<file path="src/rtl/rv32_lsu.sv">
// RV32I load/store unit: decodes one request at a time, drives a word-addressed
// memory port with byte lanes, and returns extended load data or an error flag.
module rv32_lsu #(
    parameter int TIMEOUT_CYCLES = 16
) (
    input  logic        clk,
    input  logic        reset,
    input  logic        req_valid,
    output logic        req_ready,
    input  logic        req_we,
    input  logic [2:0]  req_funct3,
    input  logic [31:0] req_addr,
    input  logic [31:0] req_wdata,
    output logic        resp_valid,
    input  logic        resp_ready,
    output logic [31:0] resp_rdata,
    output logic        resp_misalign,
    output logic        resp_fault,
    output logic [31:0] mem_addr,
    output logic [3:0]  mem_mask,
    output logic        mem_enable,
    output logic        mem_cmd,
    output logic [31:0] mem_write_data,
    input  logic [31:0] mem_load_data,
    input  logic        mem_valid
);

    typedef enum logic [1:0] {S_IDLE, S_ACCESS, S_RESP} state_t;

    localparam logic [7:0] TIMEOUT_LAST = 8'(TIMEOUT_CYCLES - 1);

    state_t      r_state, w_state_next;
    logic        r_we, w_we_next;
    logic [2:0]  r_funct3, w_funct3_next;
    logic [1:0]  r_addr_lo, w_addr_lo_next;
    logic [7:0]  r_cnt, w_cnt_next;
    logic [31:0] r_mem_addr, w_mem_addr_next;
    logic [3:0]  r_mem_mask, w_mem_mask_next;
    logic        r_mem_enable, w_mem_enable_next;
    logic        r_mem_cmd, w_mem_cmd_next;
    logic [31:0] r_mem_wdata, w_mem_wdata_next;
    logic [31:0] r_rdata, w_rdata_next;
    logic        r_misalign, w_misalign_next;
    logic        r_fault, w_fault_next;

    logic        w_illegal;
    logic        w_misaligned;
    logic [3:0]  w_req_mask;
    logic [31:0] w_req_wdata;
    logic [31:0] w_lane;
    logic [31:0] w_load_ext;

    // Request decode, evaluated directly on the request inputs while in IDLE.
    always_comb begin
        w_illegal    = (req_funct3 == 3'b011) || (req_funct3 == 3'b110) ||
                       (req_funct3 == 3'b111) ||
                       (req_we && (req_funct3 == 3'b100 || req_funct3 == 3'b101));
        w_misaligned = ((req_funct3[1:0] == 2'b01) && req_addr[0]) ||
                       ((req_funct3 == 3'b010) && (req_addr[1:0] != 2'b00));
        w_req_mask   = 4'b1111;
        w_req_wdata  = req_wdata;
        case (req_funct3[1:0])
            2'b00: begin
                w_req_mask  = 4'b0001 << req_addr[1:0];
                w_req_wdata = {4{req_wdata[7:0]}};
            end
            2'b01: begin
                w_req_mask  = 4'b0011 << {req_addr[1], 1'b0};
                w_req_wdata = {2{req_wdata[15:0]}};
            end
            default: begin
                w_req_mask  = 4'b1111;
                w_req_wdata = req_wdata;
            end
        endcase
    end

    // Load extraction from the captured byte offset.
    always_comb begin
        w_lane = mem_load_data >> {r_addr_lo, 3'b000};
        case (r_funct3)
            3'b000:  w_load_ext = {{24{w_lane[7]}}, w_lane[7:0]};
            3'b001:  w_load_ext = {{16{w_lane[15]}}, w_lane[15:0]};
            3'b010:  w_load_ext = w_lane;
            3'b100:  w_load_ext = {24'd0, w_lane[7:0]};
            3'b101:  w_load_ext = {16'd0, w_lane[15:0]};
            default: w_load_ext = 32'd0;
        endcase
    end

    always_comb begin
        w_state_next      = r_state;
        w_we_next         = r_we;
        w_funct3_next     = r_funct3;
        w_addr_lo_next    = r_addr_lo;
        w_cnt_next        = r_cnt;
        w_mem_addr_next   = r_mem_addr;
        w_mem_mask_next   = r_mem_mask;
        w_mem_enable_next = r_mem_enable;
        w_mem_cmd_next    = r_mem_cmd;
        w_mem_wdata_next  = r_mem_wdata;
        w_rdata_next      = r_rdata;
        w_misalign_next   = r_misalign;
        w_fault_next      = r_fault;
        case (r_state)
            S_IDLE: begin
                if (req_valid) begin
                    w_we_next      = req_we;
                    w_funct3_next  = req_funct3;
                    w_addr_lo_next = req_addr[1:0];
                    w_rdata_next   = 32'd0;
                    if (w_illegal) begin
                        w_fault_next    = 1'b1;
                        w_misalign_next = 1'b0;
                        w_state_next    = S_RESP;
                    end else if (w_misaligned) begin
                        w_fault_next    = 1'b0;
                        w_misalign_next = 1'b1;
                        w_state_next    = S_RESP;
                    end else begin
                        w_fault_next      = 1'b0;
                        w_misalign_next   = 1'b0;
                        w_cnt_next        = 8'd0;
                        w_mem_enable_next = 1'b1;
                        w_mem_cmd_next    = req_we;
                        w_mem_addr_next   = {req_addr[31:2], 2'b00};
                        w_mem_mask_next   = w_req_mask;
                        w_mem_wdata_next  = w_req_wdata;
                        w_state_next      = S_ACCESS;
                    end
                end
            end
            S_ACCESS: begin
                if (r_we || mem_valid || (r_cnt == TIMEOUT_LAST)) begin
                    w_state_next      = S_RESP;
                    w_mem_enable_next = 1'b0;
                    w_mem_cmd_next    = 1'b0;
                    w_mem_addr_next   = 32'd0;
                    w_mem_mask_next   = 4'd0;
                    w_mem_wdata_next  = 32'd0;
                    // Data wins over a timeout landing on the same cycle.
                    if (!r_we && mem_valid) begin
                        w_rdata_next = w_load_ext;
                    end else if (!r_we) begin
                        w_fault_next = 1'b1;
                    end
                end else begin
                    w_cnt_next = r_cnt + 8'd1;
                end
            end
            S_RESP: begin
                if (resp_ready) begin
                    w_state_next    = S_IDLE;
                    w_rdata_next    = 32'd0;
                    w_misalign_next = 1'b0;
                    w_fault_next    = 1'b0;
                end
            end
            default: w_state_next = S_IDLE;
        endcase
    end

    always_ff @(posedge clk or posedge reset) begin
        if (reset) begin
            r_state      <= S_IDLE;
            r_we         <= 1'b0;
            r_funct3     <= 3'd0;
            r_addr_lo    <= 2'd0;
            r_cnt        <= 8'd0;
            r_mem_addr   <= 32'd0;
            r_mem_mask   <= 4'd0;
            r_mem_enable <= 1'b0;
            r_mem_cmd    <= 1'b0;
            r_mem_wdata  <= 32'd0;
            r_rdata      <= 32'd0;
            r_misalign   <= 1'b0;
            r_fault      <= 1'b0;
        end else begin
            r_state      <= w_state_next;
            r_we         <= w_we_next;
            r_funct3     <= w_funct3_next;
            r_addr_lo    <= w_addr_lo_next;
            r_cnt        <= w_cnt_next;
            r_mem_addr   <= w_mem_addr_next;
            r_mem_mask   <= w_mem_mask_next;
            r_mem_enable <= w_mem_enable_next;
            r_mem_cmd    <= w_mem_cmd_next;
            r_mem_wdata  <= w_mem_wdata_next;
            r_rdata      <= w_rdata_next;
            r_misalign   <= w_misalign_next;
            r_fault      <= w_fault_next;
        end
    end

    assign req_ready      = (r_state == S_IDLE);
    assign resp_valid     = (r_state == S_RESP);
    assign resp_rdata     = r_rdata;
    assign resp_misalign  = r_misalign;
    assign resp_fault     = r_fault;
    assign mem_addr       = r_mem_addr;
    assign mem_mask       = r_mem_mask;
    assign mem_enable     = r_mem_enable;
    assign mem_cmd        = r_mem_cmd;
    assign mem_write_data = r_mem_wdata;

endmodule

</file>
<file path="config.mk">
export PLATFORM = sky130hd
export DESIGN_NAME = rv32_lsu
export DESIGN_NICKNAME = d
export VERILOG_FILES = /design/src/rtl/rv32_lsu.sv
export SDC_FILE = /design/constraint.sdc
export NUM_CORES = 1
export LEC_CHECK = 0
export CAP_MARGIN = 15
export CORE_MARGIN = 2
export CORE_UTILIZATION = 25
export DETAILED_ROUTE_END_ITERATION = 16
export RECOVER_POWER = 25
export SYNTH_ARGS = -nofsm -noshare
export SYNTH_HDL_FRONTEND = slang
export SYNTH_SLANG_ARGS = --single-unit
export TNS_END_PERCENT = 20
</file>
<file path="constraint.sdc">
create_clock -name clk -period 3.7 [get_ports clk]
set_input_delay 0.555 -clock clk [delete_from_list [all_inputs] [get_ports clk]]
set_output_delay 0.555 -clock clk [all_outputs]
set_load 0.03 [all_outputs]
</file>
# Yosys cells after proc, flatten, opt, wreduce, memory -nomap -nowiden
# Cells that the tools add are included.
# W data, S select, Z words.
# totals
regBits	120
latchBits	0
ram_bits	0
rom_bits	0
input_bits	105
memories	0
# op_classes
n_addsub	1
mul	0
div	0
magnitude_cmp	0
n_eq_ne	23
shifts	3
muxes	53
n_bitwise	0
n_reduce_logical	26
# op_table
op	n
$mux W32	11
$pmux W32 S2	3
$pmux W32 S5	1
$pmux W32 S3	1
$mux W8	4
$shr A32 B5 Y32	1
$eq A3 B3 Y1 const B	6
$mux W1	16
$mux W4	4
$ne A2 B2 Y1 const B	8
$pmux W4 S2	2
$pmux W8 S2	1
$reduce_and A5 Y1	3
$mux W2	5
$eq A3 B2 Y1 const B	3
$add A8 B1 Y8 const B	1
$eq A8 B4 Y1 const B	1
$logic_or A1 B1 Y1	7
$pmux W1 S2	3
$pmux W2 S3	1
$reduce_and A3 Y1	2
$reduce_and A6 Y1	1
$reduce_bool A2 Y1	3
$eq A2 B1 Y1 const B	2
12 further kinds	16

# Depth between registers and ports, before layout
# Gate-level depths: netlist of the first run.
# logic_depth
word_depth	7
ltp_mapped	9
depth_no_buf	7

# Worst setup path after synthesis of the first run
# Ideal clock, no wire load.
# synth_path
path_kind	flip-flop to flip-flop
start	reg r_state[0]
end	reg r_cnt[4]
setup_time_ps	67
t_arrival_ps	2153
required_ps	3633
setup_slack_ps	1480
stages_incl_launch_ff	9
n_path_buf	1
synth_period_minus_slack_ps	2220
cell_sequence	dfrtp_1 -> inv_1 -> ha_1 -> nand2_1 -> o21bai_1 -> a21bo_2 -> buf_6 -> or4_2 -> nand2_1
# synth_via
elab_chain_cells	3
word_cells_on_any_way	9
# synth_lines
item	line_no	source
from (decl)	32	state_t r_state, w_state_next;
from (signal assigned)	179	r_state <= w_state_next;
$logic_not A2 Y1 (*)	--	
named net req_ready	9	output logic req_ready,
$ne A2 B2 Y1 (no source line) or $reduce_bool A2 Y1 (tied branches)	--	
$reduce_and A5 Y1 (no source line)	--	
to (signal assigned)	183	r_cnt <= w_cnt_next;
to (decl)	36	logic [7:0] r_cnt, w_cnt_next;
# Mark *: on every way through the listed nets, which the timed path passes. The rest lies on a longest branch.
# A chain may end at the register's enable or synchronous reset.

# Worst setup path after layout of the first run
# layout_path
start	reg r_state[0]
end	out req_ready
# layout_via
elab_chain_cells	1
# layout_lines
item	line_no	source
$logic_not A2 Y1	195	assign req_ready = (r_state == S_IDLE);
to (decl)	9	
# No other way between the ends.

==> summary.md, run 1 <==
| Metric | Value |
|---|---|
| Outcome | finished, violations left |
| Failing checks | capacitance limit, slew limit |
| RSZ-0062 raised after global routing | no |
| CP Launch Type | flip-flop |
| 1st-iter DRT viols | 200 |
| Final nets | 845 |
| Setup_tns | 0 ns |
| R2R cell count | 8 |
| Post-CTS Resized | 0 |
| Multi-input logic area | 2510 um^2 |
| VDD IR-drop max | 0.440 mV |
| First-pass GRT wire length | 29400 um |
| Core ar. | 22400 um^2 |
| Share of cells above drive strength 1 | 11.5% |
| Relative slew slack | -54.3% |
| Clk_lat worst skew | 0.41 ns |
| Crit-path max FO | 5 |
| Fin crit share | 68.0% |
| Remaining DRCs | 0 |
| Top_reg_cell synth | dfrtp_1 |
| Worst setup margin | 1.18 ns |
| Fmax | 398 MHz |
| Diodes inserted | 0 |
| YS warnings | 0 |
| # IOs | 211 |
| CTS Buffer Depth | 2 |
| Detail Route Antenna Nets | 0 |
| Cells after synthesis | 530 |
| Via-to-Cell Ratio | 4.72 |
| Post-synth EDFFs | 0 |
| Chip height | 155 um |
| Worst slack at placement | 0.854 ns |
| Layout area overhead | 51.6% |
| Post-synth ARST share | 100% |
| CTS tree | built |
| PwrDens | 819 nW/um^2 |
| Max cap viols | 1 |
| Die ar. | 23900 um^2 |
| # setup viols final | 0 |
| Fin util | 38.3% |
| Worst hold path type | flip-flop to flip-flop |
| Final WL | 18600 um |
| CTS buffer count | 17 |
| Min Tclk post-route | 2.52 ns |
| Post-CTS Repair Setup Buffers | 0 |
| Die Span X | 155 um |
| CP Class | flip-flop to output pin |
| Syn Std Cell Area | 5670 um^2 |
| Fin. max-slew vios | 49 |
| FF+latch area | 2950 um^2 |
| Clock sinks | 118 |
| Worst EP required | 3.14 ns |
| Vias in the first global route | 5028 |
| Seq cells post-synth | 118 |
| Hold path cells | 2 |
| TritonRoute pass-1 iters | 4 |
| Crit path DAT | 1.96 ns |
| Rows | 55 |
| Crit. End Element | output pin |
| Initial Util | 25.3% |
| # H-tree levels | 4 |
| Post-CTS Hold Fix Bufs | 0 |
| Post-detail-place hpwl | 13300 um |
| Largest net degree at the start of global routing | 69 |
| Gr usage total | 15.9% |
| Wire per inst | 18.1 um |
| Seq/Total Area, Yosys | 52.1% |
| Fillcell total | 2223 |
| Leakage power | 3.67 nW |
| Worst slew pin tran | 2.30 ns |
| GPL Wtd Cong | 0.782 |
| Gr ovfl total | 0 |
| Hold Fails Final Rpt | 0 |
| Post-synth cell types | 47 |
| Clock root buffer | clkbuf_16 |
| Via count | 4875 |
| Clock slew at reported path FFs | 0.06 ns |
| Worst Skew | 0.00907 ns |
| Initial antenna violation count | 0 |
| Syn_area_per_cell | 10.7 um^2 |
| # port buffers | 208 |
[cell type report]
| type | instances | area share (%) |
|---|---|---|
| sequential | 118 | 34.3 |
| multi-input combinational | 366 | 29.2 |
| timing repair buffer | 223 | 25.5 |
| clock buffer | 18 | 5.11 |
| tap | 285 | 4.15 |
| clock inverter | 14 | 1.37 |
| inverter | 9 | 0.407 |
[cells in the mapped netlist, drive strengths merged, types with 3 or more instances]
| library cell | number | area [um^2] |
|---|---|---|
| inv | 9 | 33.8 |
| dfrtp | 118 | 2950 |
| o31ai | 6 | 45.0 |
| nor2 | 31 | 116 |
| nand2b | 6 | 37.5 |
| buf | 16 | 108 |
| o21ai | 53 | 318 |
| clkbuf | 22 | 82.6 |
| o21bai | 3 | 22.5 |
| mux2 | 15 | 169 |
| ha | 5 | 62.6 |
| a21oi | 33 | 165 |
| mux2i | 44 | 440 |
| nor3 | 3 | 20.0 |
| nand3 | 4 | 20.0 |
| o2bb2ai | 18 | 158 |
| a22o | 50 | 438 |
| or4 | 6 | 50.1 |
| nand2 | 64 | 240 |
[registers in the layout, indices dropped and copies added (netlist names), 2 cells and up]
register and cells:
resp_rdata 32, r_state 2, mem_mask 4, mem_addr 30
mem_write_data 32, r_addr_lo 2, r_funct3 3, r_cnt 8
[power breakdown]
group	leakage (nW)	switching, mW	internal [mW]
Clock	0.267	0.672	0.892
Combinational	1.84	1.97	1.45
Sequential	1.56	0.326	1.74
[layout by cell type, fill, tap and decap left out, types with 15 or more instances in the layout]
cell / n
a21oi_1: 33
mux2_2: 15
clkdlybuf4s50_1: 207
a22o_1: 50
mux2i_1: 44
o21ai_1: 16
nand2_1: 63
o2bb2ai_1: 18
o21ai_0: 23
clkbuf_16: 17
dfrtp_1: 118
nor2_1: 31
[metal layers]
layer,track usage [%],part of all wire (%)
met2,24.0,44
met4,4.94,1.2
met5,0,0
met1,21.2,45
met3,6.11,9.9
[final timing paths]
path	from	end	slack [ns]
worst min register to register	resp_rdata[8]$_DFFE_PP0P_	resp_rdata[8]$_DFFE_PP0P_	0.48
worst max-delay path	r_state[0]$_DFFE_PP0P_	req_ready	1.18
worst max register to register	r_state[0]$_DFFE_PP0P_	mem_write_data[25]$_DFFE_PP0P_	1.22
worst min-delay path	resp_rdata[8]$_DFFE_PP0P_	resp_rdata[8]$_DFFE_PP0P_	0.48
min in group asynchronous	reset	resp_rdata[2]$_DFFE_PP0P_	1.20
max in group asynchronous	reset	r_cnt[7]$_DFFE_PP0P_	1.34
[per-stage QoR]
stage                     total power, mW  cells  hold WS, ns  cell area, um^2
final                                7.05   1033        0.477             8600
after global routing                 7.48   1033        0.501             8600
after CTS                            7.14   1032        0.481             8600
after detailed placement             5.52   1000        0.467             8040
after global placement               5.50   1000        0.459             8040
after floorplan                      4.14    531        0.472             5680
[worst max-delay path, cell delays in order (launching register included)]
cell and delay [ns]:
dfrtp_1 0.41, inv_1 0.09, ha_1 0.27, clkdlybuf4s50_1 0.78
[cell families after synthesis]
group                      count (synthesis)  synth area share [%]
AOI/OAI and AO/OA                        178                  22.5
and+or+nand+nor                          121                  9.44
DFF                                      118                  52.1
muxes                                     59                  10.7
buffers and inverters                     47                  3.95
adders and majority gates                  5                  1.10
other                                      1                0.0661
xor gates and xnor gates                   1                 0.154
Power figures use the tool's default switching activity.
==> inputs of run 2 (changes only) <==
Clock period 3.7 ns to 2.3 ns, I/O delays scaled along.
==> run 2 against run 1 <==
Net effect:
- the run now ends clean
- via count grew 3.4%
- cell count grew 2.4%
- clock power grew 58%
- clock skew grew 0.0062 ns
- routed wire length grew 2.3%
- sequential power grew 61%
- sequential share of layout area shrank 0.83 points
- critical path type is now flip-flop to flip-flop
- total power grew 63%
- worst hold slack lost 0.0025 ns
==> summary.md, run 2 (synthesized netlist as in run 1, its figures left out) <==
| Metric | Value |
|---|---|
| Outcome | completed |
| Layout area overhead | 55.4% |
| Hold slack | 0.475 ns |
| Fin. max-slew vios | 0 |
| Crit. End Element | flip-flop |
| Clock root buffer | clkbuf_16 |
| Die ar. | 23900 um^2 |
| Worst slack at placement | -0.137 ns |
| Post-detail-place hpwl | 13800 um |
| Design Area, Final | 8810 um^2 |
| Post-CTS Repair Setup Buffers | 0 |
| PwrDens | 1310 nW/um^2 |
| Detail Route Antenna Nets | 0 |
| Relative slew slack | 33.8% |
| Worst hold path type | flip-flop to flip-flop |
| Fin crit share | 98.5% |
| CP Class | flip-flop to flip-flop |
| Core ar. | 22400 um^2 |
| Share of cells above drive strength 1 | 14.1% |
| # port buffers | 208 |
| Largest delay contributor family on the critical path | simple AND/OR/NAND/NOR gates |
| Clock slew at reported path FFs | 0.06 ns |
| Worst setup margin | 0.0355 ns |
| Fillcell total | 2256 |
| Worst reg2reg path endpoint | resp_rdata[25]$_DFFE_PP0P_ |
| Final nets | 871 |
| Worst slew pin tran | 0.990 ns |
| Most common cell after layout, fill and taps aside | clkdlybuf4s50_1 |
| Gr ovfl total | 0 |
| # H-tree levels | 4 |
| Dpl cell area | 8290 um^2 |
| R2R cell count | 4 |
| Wire per inst | 18.0 um |
| Gr usage total | 16.1% |
| Rows | 55 |
| Setup_tns | 0 ns |
| Initial antenna violation count | 0 |
| Via count | 5039 |
| Cell Chain, Critical Path | or4_4 -> o31a_1 -> or3b_4 -> o21ai_0 |
| Leakage power | 3.80 nW |
| CTS Buffer Depth | 2 |
| RSZ-0062 raised after global routing | yes |
| Min Tclk post-route | 2.26 ns |
| Chip height | 155 um |
| CP max-delay cell | or3b_4 |
| Remaining DRCs | 0 |
| WP buf/inv | 0 |
| TritonRoute pass-1 iters | 4 |
| Fmax | 442 MHz |
| Clock sinks | 118 |
| VDD IR-drop max | 0.706 mV |
| Max cap viols | 0 |
| Hold Fails Final Rpt | 0 |
| Crit-path max FO | 32 |
| Hold path cells | 2 |
| Via-to-Cell Ratio | 4.76 |
| 1st-iter DRT viols | 166 |
| CTS tree | built |
| CTS buffer count | 17 |
| # IOs | 211 |
| Diodes inserted | 0 |
| Worst R2R Setup Slack | 0.04 ns |
| First-pass GRT wire length | 29800 um |
| Worst path max stage delay | 0.60 ns |
| CP Launch Type | flip-flop |
| Die Span X | 155 um |
| Hold endpoint | resp_rdata[8]$_DFFE_PP0P_ |
| Clk_lat worst skew | 0.41 ns |
| Fin util | 39.3% |
| Worst Skew | 0.0153 ns |
| Final WL | 19100 um |
| Worst hold start | resp_rdata[8]$_DFFE_PP0P_ |
| Worst EP required | 2.62 ns |
| Commonest non-fill, non-tap cells in the layout | clkdlybuf4s50_1, dfrtp_1, nand2_1 |
| Reg2reg start | r_cnt[4]$_DFFE_PP0P_ |
| Crit path DAT | 2.59 ns |
| # setup viols final | 0 |
| Vias in the first global route | 5263 |
| Initial Util | 25.3% |
| GPL Wtd Cong | 0.838 |
| Largest net degree at the start of global routing | 55 |
## run 2: repair_timing
item,4_1_cts,5_1_grt
setup endpoints to repair,1,20
hold buffers,0,0
pin swaps,0,3
resized for setup,1,1
gates cloned,0,0
## run 2: how the worst max path moves through the flow
stage | start | end | slack (ns) | cells past startpoint
3_3_place_gp | req_addr[0] | r_cnt[7]$_DFFE_PP0P_ | -0.11 | 6
5_1_grt | r_cnt[4]$_DFFE_PP0P_ | resp_rdata[18]$_DFFE_PP0P_ | -0.05 | 4
3_5_place_dp | req_addr[0] | r_cnt[7]$_DFFE_PP0P_ | -0.14 | 6
2_1_floorplan | r_state[0]$_DFFE_PP0P_ | r_cnt[4]$_DFFE_PP0P_ | 0.08 | 8
4_1_cts | r_cnt[4]$_DFFE_PP0P_ | resp_rdata[25]$_DFFE_PP0P_ | 0.02 | 4
6_report | r_cnt[4]$_DFFE_PP0P_ | resp_rdata[25]$_DFFE_PP0P_ | 0.04 | 4
## run 2: layer usage
metal	up-vias	share of wire (%)	wire (um)	global-route usage (%)
li1	2401	-	-	-
met1	2399	43	8220	19.9
met2	226	46	8690	26.2
met3	13	10	1980	6.84
met4	0	1.0	193	4.01
met5	-	0	0	0
## run 2: worst reg2reg max path: stages, from the launching register on
cell	delay, ns
dfrtp_1	0.43
or4_4	0.57
o31a_1	0.35
or3b_4	0.60
o21ai_0	0.24
## run 2: final cells by class
type	count	area [um^2]	share of cell area [%]
clock buffer	19	433	4.91
clock inverter	12	109	1.23
inverter	9	35.0	0.397
multi-input combinational	366	2510	28.4
sequential	118	2950	33.5
tap	285	357	4.05
timing repair buffer	249	2420	27.5
## run 2: per-stage QoR
step | instances | power [mW]
after floorplan | 531 | 6.67
after global placement | 1026 | 9.09
after detailed placement | 1026 | 9.11
after CTS | 1057 | 11.7
after global routing | 1058 | 12.2
final | 1058 | 11.5
## run 2: report_power, final
group          internal (mW)  total, mW  switching (mW)
logic                   2.49       5.75            3.26
clock network           1.48       2.46           0.987
registers               2.80       3.31           0.512
total                   6.77       11.5            4.76
